### src/rtl/instr_mem_pkg.sv
// Shared types for the instruction fetch memory: control states and fault encoding.
// Latency: n/a (types and constants only).
// Backpressure: n/a.
package instr_mem_pkg;

    typedef enum logic [1:0] {
        ST_IDLE = 2'd0,
        ST_READ = 2'd1,
        ST_RESP = 2'd2
    } state_t;

    // Bit positions inside a fault_t.
    localparam int FAULT_MISALIGN_BIT = 0;
    localparam int FAULT_RANGE_BIT    = 1;

    typedef logic [1:0] fault_t;

endpackage

### src/rtl/imem_array.sv
// Instruction storage: DATA_W x DEPTH, one synchronous write port, one synchronous read port.
// Latency: rdata valid the cycle after re; holds its value until the next re.
// Backpressure: none; writes and reads are accepted every cycle.
// Ports: clk; we/waddr/wdata write port; re/raddr/rdata read port.
module imem_array #(
    parameter int DATA_W = 32,
    parameter int DEPTH  = 64,
    parameter int AW     = $clog2(DEPTH)
) (
    input  logic              clk,
    input  logic              we,
    input  logic [AW-1:0]     waddr,
    input  logic [DATA_W-1:0] wdata,
    input  logic              re,
    input  logic [AW-1:0]     raddr,
    output logic [DATA_W-1:0] rdata
);

    logic [DATA_W-1:0] mem [DEPTH];

    // No reset: contents survive rst. rdata only moves on re, so an accepted
    // fetch keeps its snapshot even if the word is rewritten afterwards.
    always_ff @(posedge clk) begin
        if (we) begin
            mem[waddr] <= wdata;
        end
        if (re) begin
            rdata <= mem[raddr];
        end
    end

endmodule

### src/rtl/instr_fetch_mem.sv
// Instruction fetch memory: single-outstanding fetch with address fault decode and counters.
// Latency: accept -> rsp_valid in READ_LAT (1 or 2) cycles; one bubble between responses.
// Backpressure: response held stable until rsp_ready; req_ready low unless idle and no prog write.
// Ports: clk/rst; req_valid/req_ready/req_addr fetch request; rsp_valid/rsp_ready/rsp_instr/
//        rsp_fault response; prog_we/prog_addr/prog_data program port; fetch_count/fault_count.
module instr_fetch_mem
    import instr_mem_pkg::*;
#(
    parameter int                DATA_W      = 32,
    parameter int                DEPTH       = 64,
    parameter int                READ_LAT    = 1,
    parameter logic [DATA_W-1:0] FAULT_INSTR = '0
) (
    input  logic                     clk,
    input  logic                     rst,
    input  logic                     req_valid,
    output logic                     req_ready,
    input  logic [31:0]              req_addr,
    output logic                     rsp_valid,
    input  logic                     rsp_ready,
    output logic [DATA_W-1:0]        rsp_instr,
    output logic [1:0]               rsp_fault,
    input  logic                     prog_we,
    input  logic [$clog2(DEPTH)-1:0] prog_addr,
    input  logic [DATA_W-1:0]        prog_data,
    output logic [31:0]              fetch_count,
    output logic [15:0]              fault_count
);

    localparam int AW = $clog2(DEPTH);

    state_t            state;
    state_t            state_nxt;
    fault_t            fault_dec;
    fault_t            fault_q;
    logic              accept;
    logic              rsp_hs;
    logic              mem_re;
    logic [DATA_W-1:0] mem_rdata;

    // Word index is req_addr[31:2]; any set bit above the index width is out of range.
    assign fault_dec[FAULT_MISALIGN_BIT] = |req_addr[1:0];
    assign fault_dec[FAULT_RANGE_BIT]    = |req_addr[31:AW+2];

    // Program writes win over fetch acceptance.
    assign req_ready = (state == ST_IDLE) && !prog_we && !rst;
    assign accept    = req_valid && req_ready;
    assign rsp_valid = (state == ST_RESP);
    assign rsp_hs    = rsp_valid && rsp_ready;

    // Faulted fetches never touch the array.
    assign mem_re = accept && (fault_dec == '0);

    imem_array #(
        .DATA_W (DATA_W),
        .DEPTH  (DEPTH)
    ) u_imem_array (
        .clk   (clk),
        .we    (prog_we),
        .waddr (prog_addr),
        .wdata (prog_data),
        .re    (mem_re),
        .raddr (req_addr[AW+1:2]),
        .rdata (mem_rdata)
    );

    always_ff @(posedge clk or posedge rst) begin
        if (rst) begin
            state <= ST_IDLE;
        end else begin
            state <= state_nxt;
        end
    end

    always_comb begin
        state_nxt = state;
        case (state)
            ST_IDLE: if (accept) state_nxt = (READ_LAT == 2) ? ST_READ : ST_RESP;
            ST_READ: state_nxt = ST_RESP;
            ST_RESP: if (rsp_ready) state_nxt = ST_IDLE;
            default: state_nxt = ST_IDLE;
        endcase
    end

    always_ff @(posedge clk or posedge rst) begin
        if (rst) begin
            fault_q <= '0;
        end else if (accept) begin
            fault_q <= fault_dec;
        end
    end

    // Outputs are forced to zero outside RESP, which also gives the immediate
    // clear on rst since the state register resets asynchronously.
    assign rsp_fault = rsp_valid ? fault_q : '0;
    assign rsp_instr = !rsp_valid      ? '0          :
                       (fault_q != '0) ? FAULT_INSTR : mem_rdata;

    always_ff @(posedge clk or posedge rst) begin
        if (rst) begin
            fetch_count <= '0;
            fault_count <= '0;
        end else if (rsp_hs) begin
            if (fetch_count != '1) begin
                fetch_count <= fetch_count + 32'd1;
            end
            if ((fault_q != '0) && (fault_count != '1)) begin
                fault_count <= fault_count + 16'd1;
            end
        end
    end

endmodule

### config.mk
export PLATFORM = sky130hd
export DESIGN_NAME = instr_fetch_mem
export DESIGN_NICKNAME = d
export VERILOG_FILES = /design/src/rtl/instr_mem_pkg.sv /design/src/rtl/imem_array.sv /design/src/rtl/instr_fetch_mem.sv
export SDC_FILE = /design/constraint.sdc
export NUM_CORES = 2
export LEC_CHECK = 0
export ABC_AREA = 1
export CORE_MARGIN = 1
export CORE_UTILIZATION = 34
export DETAILED_ROUTE_END_ITERATION = 16
export GPL_TIMING_DRIVEN = 0
export PLACE_DENSITY_LB_ADDON = 0.08
export REMOVE_ABC_BUFFERS = 1
export SYNTH_ARGS = -nofsm -noshare
export SYNTH_HDL_FRONTEND = slang
export SYNTH_HIERARCHICAL = 1
export SYNTH_SLANG_ARGS = --single-unit
### constraint.sdc
create_clock -name clk -period 3.9 [get_ports clk]
set_clock_uncertainty 0.1 [all_clocks]
set_input_delay 0.39 -clock clk [delete_from_list [all_inputs] [get_ports clk]]
set_output_delay 0.39 -clock clk [all_outputs]
set_load 0.05 [all_outputs]
### Word-level counts from Yosys, hierarchy flattened

Memories as Yosys holds them, arrays and structs flattened. A register that Yosys moved wholly into a read port is not among the register bits.
Cells that the tools add are included.

| storage, ports and cells | value |
|---|---|
| bits in writable memories | 2048 |
| memories | 1 |
| register bits | 52 |
| input bits | 75 |

| cells by class | value |
|---|---|
| eq/ne operators | 6 |
| add/sub/neg operators | 2 |
| reduce and logical (&&, ||, !) cells | 16 |
| mux-type cells | 8 |

Memory list:

| memory | depth | bits a word | read ports | clocked after Yosys merged registers in | write ports | line | source |
|---|---|---|---|---|---|---|---|
| u_imem_array.mem | 64 | 32 | 1 | 1 | 1 | imem_array.sv:19 | `logic [DATA_W-1:0] mem [DEPTH];` |

Operators by type and width:

| kind | count |
|---|---|
| 32-bit 2-to-1 mux | 2 |
| 32-bit by 1-bit adder with 32-bit output (second input constant) | 1 |
| 32-bit inequality test (second input constant) | 1 |
| 24-bit OR reduction | 1 |
| 16-bit by 1-bit adder with 16-bit output (second input constant) | 1 |
| 16-bit inequality test (second input constant) | 1 |
| 1-bit logical AND | 6 |
| 2-bit 2-to-1 mux | 3 |
| 2-bit case mux with 3 select lines | 1 |
| 2-bit AND reduction | 3 |
| 2-bit logical NOT | 2 |
| 2-bit by 1-bit equality test with 1-bit output (second input constant) | 1 |
| 2-bit equality test (second input constant) | 1 |
| 1-bit logical NOT | 2 |
| 1-bit 2-to-1 mux | 2 |
| 2-bit by 1-bit inequality test with 1-bit output (second input constant) | 1 |
| 2-bit inequality test (second input constant) | 1 |
| 2-bit nonzero test | 1 |
| 2-bit OR reduction | 1 |

### Longest topological paths before layout

| logic depth | value |
|---|---|
| depth in word-level cells | 6 |
| mapped depth | 13 |

### Cells and area by module

Netlist, hierarchy kept.

Modules (own cells, without submodules):

| module | times used | cells an instance | area each (um^2) | seq. area each (um^2) |
|---|---|---|---|---|
| imem_array | 1 | 6769 | 83058.4 | 62459.9 |
| instr_fetch_mem | 1 | 566 | 3522.1 | 1276.2 |

### Worst setup path after synthesis

Ideal clock, no wire load.

| path | value |
|---|---|
| path type | register to register |
| from | register state[1] |
| to | register u_imem_array.rdata[0] (read register of u_imem_array.mem), enable pin |
| path buffers | 0 |
| period minus slack after synthesis | 4.967 ns |
| path slack | -1.067 ns |
| library setup time | 0.461 ns |
| cell stages (with the launch flop) | 5 |
| data arrival time | 4.406 ns |
| path through | dfrtp_1 -> nor3_1 -> and2_1 -> nand2_1 -> nor3_1 |

| on the way | value |
|---|---|
| word-level cells in the longest chain between the ends | 5 |

RTL lines:

| what | line | source |
|---|---|---|
| start, declared | instr_fetch_mem.sv:32 | `state_t state;` |
| start signal, assigned | instr_fetch_mem.sv:71 | `state <= state_nxt;` |
| 2-bit logical NOT | instr_fetch_mem.sv:46 | `assign req_ready = (state == ST_IDLE) && !prog_we && !rst;` |
| 1-bit logical AND (2 in series) | instr_fetch_mem.sv:46 |  |
| via req_ready | instr_fetch_mem.sv:17 | `output logic req_ready,` |
| 1-bit logical AND | instr_fetch_mem.sv:47 | `assign accept = req_valid && req_ready;` |
| 1-bit logical AND | instr_fetch_mem.sv:52 | `assign mem_re = accept && (fault_dec == '0);` |
| via mem_re | instr_fetch_mem.sv:38 | `logic mem_re;` |
| end, declared | imem_array.sv:16 | `output logic [DATA_W-1:0] rdata` |

The timed path passes the listed nets, and every way through them passes these cells.
A chain may end at the register's enable or synchronous reset.

==> run metrics <==
final hold viol count=0; WS Path Type=in2reg; arrival time worst endpoint=4.42 ns; Num CTS Buffers=231; max frequency=256 MHz; chip height=507 um; antenna-violating nets left=0; top post-synthesis cells by area=edfxtp_1 (72%), nand3_1 (11%), nand2_1 (11%), buf_2 (1.6%), dfrtp_1 (1.5%); # clock sinks=2131; logic gate share of total power=0.069; largest net degree at the start of global routing=205; CP Launch Type=input pin; FF-to-FF setup slack=1.13 ns; clk_lat worst skew=0.89 ns; Clock Tree Root=clkbuf_16; Worst Tran Pin Value=1.22 ns; area delta synth->final=17.4%; met1 Track Usage GR=0.297; switching power=11700 uW; overall power=49400 uW; RSZ-0062 raised after global routing=false; post-place instance area=0.0943 mm2; Leak=0.0357 uW; die area=0.257 mm2; register cell area after layout=0.0637 mm2; Cells on Worst Hold Path=1; Overflow after GRT=0; layout cell share with drive strength beyond 1=0.0817; post-synth top area share=0.721; initial antenna violation count=15; r2r startpoint=state[1]; # IOs=159; clk buf depth=3; Non-Filler Instances=11059; vias in the first global route=53534; Starting DRT DRC Count=4669; Slew Viols, Final=0; reg2reg path depth=6; Post-CTS Setup Bufs=0; Max-Cap Viols=0; number of library cell types mapped by synthesis=32; PortBufs=158; H-Tree Depth=4; grt met3 use=0.0241; initial core utilization=0.343; Worst setup EP type=flop; post-synth top area cell=edfxtp_1; sequential power share=0.515; Pwr Density=486 mW/mm2; Final min period=3.91 ns; cell area after layout=0.102 mm2; dpl cells=10590; placed wire-length estimate=162000 um; final setup margin=-0.00787 ns; # setup viols final=1; Yosys reg bits=2131; hold_sp=prog_data[28]; Sum Neg Setup Slack=-0.00787 ns; maximum fanout along the worst path=204; required time worst endpoint=4.41 ns; clock-pin slew on the worst setup and hold paths=0.06 ns; Placer Congestion=0.745; cells after synthesis=7335; Die W=507 um; reg2reg end=u_imem_array/rdata[4]; met2 usage=0.359; Max IR drop VDD=459 uV; synthesized area=0.0866 mm2; CTS tree=built; busiest layer in global routing=met2; switch share=0.237; status=finished with violations; Nets=7584; Slew headroom=0.185; 1st-pass router iterations=7; Setup Slack @ Placement=-0.840 ns; Post-Route WL=282000 um; row count=184; Hold Crit Class=in2reg; routed vias=56535; core area=0.252 mm2; Filler Cell Count=23972; Multi-input gate area=0.0207 mm2; cell-internal power=37600 uW; WL/cell=25.5 um; DRC violations left=0; clock power share=0.416; via density per instance=5.11; syn avg cell area=11.8 um2; yosys warns=6; first-pass GRT wire length=402000 um; Hold Path End=u_imem_array/mem[43][28]; sequential fraction of the synthesis area=0.736; total global-route track usage=0.217; Tcrit/Tclk final=1.00; violated checks=negative setup slack
[flip-flops by register name, indices dropped and copies added (netlist names)]
register	flops
u_imem_array/rdata	32
state	1
fault_q	2
u_imem_array/mem	2048
fetch_count	32
fault_count	16
[stage by stage]
stage | util | hold WS, ns
6_report | 0.403 | 0.0242
4_1_cts | 0.403 | 0.0105
2_1_floorplan | - | 0.363
3_3_place_gp | 0.357 | 0.388
5_1_grt | 0.403 | 0.0521
3_5_place_dp | 0.374 | 0.400
[worst max-delay path by stage]
| stage | start | to | cells after the start |
|---|---|---|---|
| 2_1_floorplan | req_addr[2] | u_imem_array/rdata[17] | 9 |
| 3_3_place_gp | req_addr[2] | u_imem_array/rdata[21] | 10 |
| 3_5_place_dp | req_addr[2] | u_imem_array/rdata[0] | 13 |
| 4_1_cts | req_addr[2] | u_imem_array/rdata[0] | 13 |
| 5_1_grt | req_addr[2] | u_imem_array/rdata[0] | 12 |
| 6_report | req_addr[2] | u_imem_array/rdata[0] | 12 |
[per-layer routing]
layer	wire [um]	vias to the layer above
met5	0	-
met4	8390	0
met3	12100	361
met1	125000	28478
met2	136000	1435
li1	-	26261
[cell type report]
type / count / share of cell area
antenna: 15 / 0.000369
clock buffer: 295 / 0.0594
clock inverter: 127 / 0.00890
inverter: 85 / 0.00357
multi-input combinational: 4659 / 0.203
sequential: 2131 / 0.627
tap: 3348 / 0.0412
timing repair buffer: 399 / 0.0560
[cell usage after synthesis (all sizes together)]
cell / instances
ha: 2
nand4: 13
and2: 1
clkbuf: 80
o21ai: 12
or2: 1
inv: 85
xor2: 6
nor3b: 1
nor4: 8
edfxtp: 2080
nand2: 2498
nand3b: 10
nor3: 3
nand3: 1930
buf: 380
nor2: 160
o22a: 1
dfrtp: 51
xnor2: 13
[power groups by stage]
stage | clock, uW | combinational (uW) | sequential [uW]
after CTS | 21000 | 3440 | 25400
after detailed placement | 0 | 3400 | 25900
after global placement | 0 | 4570 | 26000
final | 20500 | 3390 | 25400
after floorplan | 0 | 1440 | 26000
after global routing | 21900 | 3680 | 25400
[critical path, cell delays in order]
cell and delay (ns):
buf_8 0.46, inv_16 0.35, buf_16 0.37, buf_16 0.45
nand2_1 0.24, nand3_1 0.09, nand3_1 0.12, nand3_1 0.11
nand3_1 0.31, nand2_1 0.24, nand2_1 0.31, nand2_1 0.13
[logic make-up after synthesis]
group	share of synthesized area
AND/OR/NAND/NOR	0.230
flip-flops	0.736
buffers and inverters	0.0306
XOR/XNOR	0.00192
AO/OA/AOI/OAI	0.000795
adder cells (fa/ha/maj)	0.000289
[cell usage in the layout, fill, tap and decap left out, drive strengths merged, types with 3 or more instances in the layout]
| cell | instances |
|---|---|
| xnor2 | 13 |
| buf | 246 |
| inv | 96 |
| nand2 | 2498 |
| clkinvlp | 3 |
| dfrtp | 51 |
| nand3b | 10 |
| nor3 | 3 |
| xor2 | 6 |
| clkdlybuf4s50 | 119 |
| nor4 | 8 |
| diode | 15 |
| nand3 | 1930 |
| nand4 | 13 |
| edfxtp | 2080 |
| bufinv | 8 |
| nor2 | 160 |
| clkinv | 105 |
| dlygate4sd3 | 33 |
| clkbuf | 295 |
| o21ai | 12 |
[repair_timing]
action,in CTS,in global routing
setup endpoints to repair,1,3
gates resized for setup,2,0
hold buffers,33,0
hold endpoints to repair,695,0
Power figures use the tool's default switching activity.
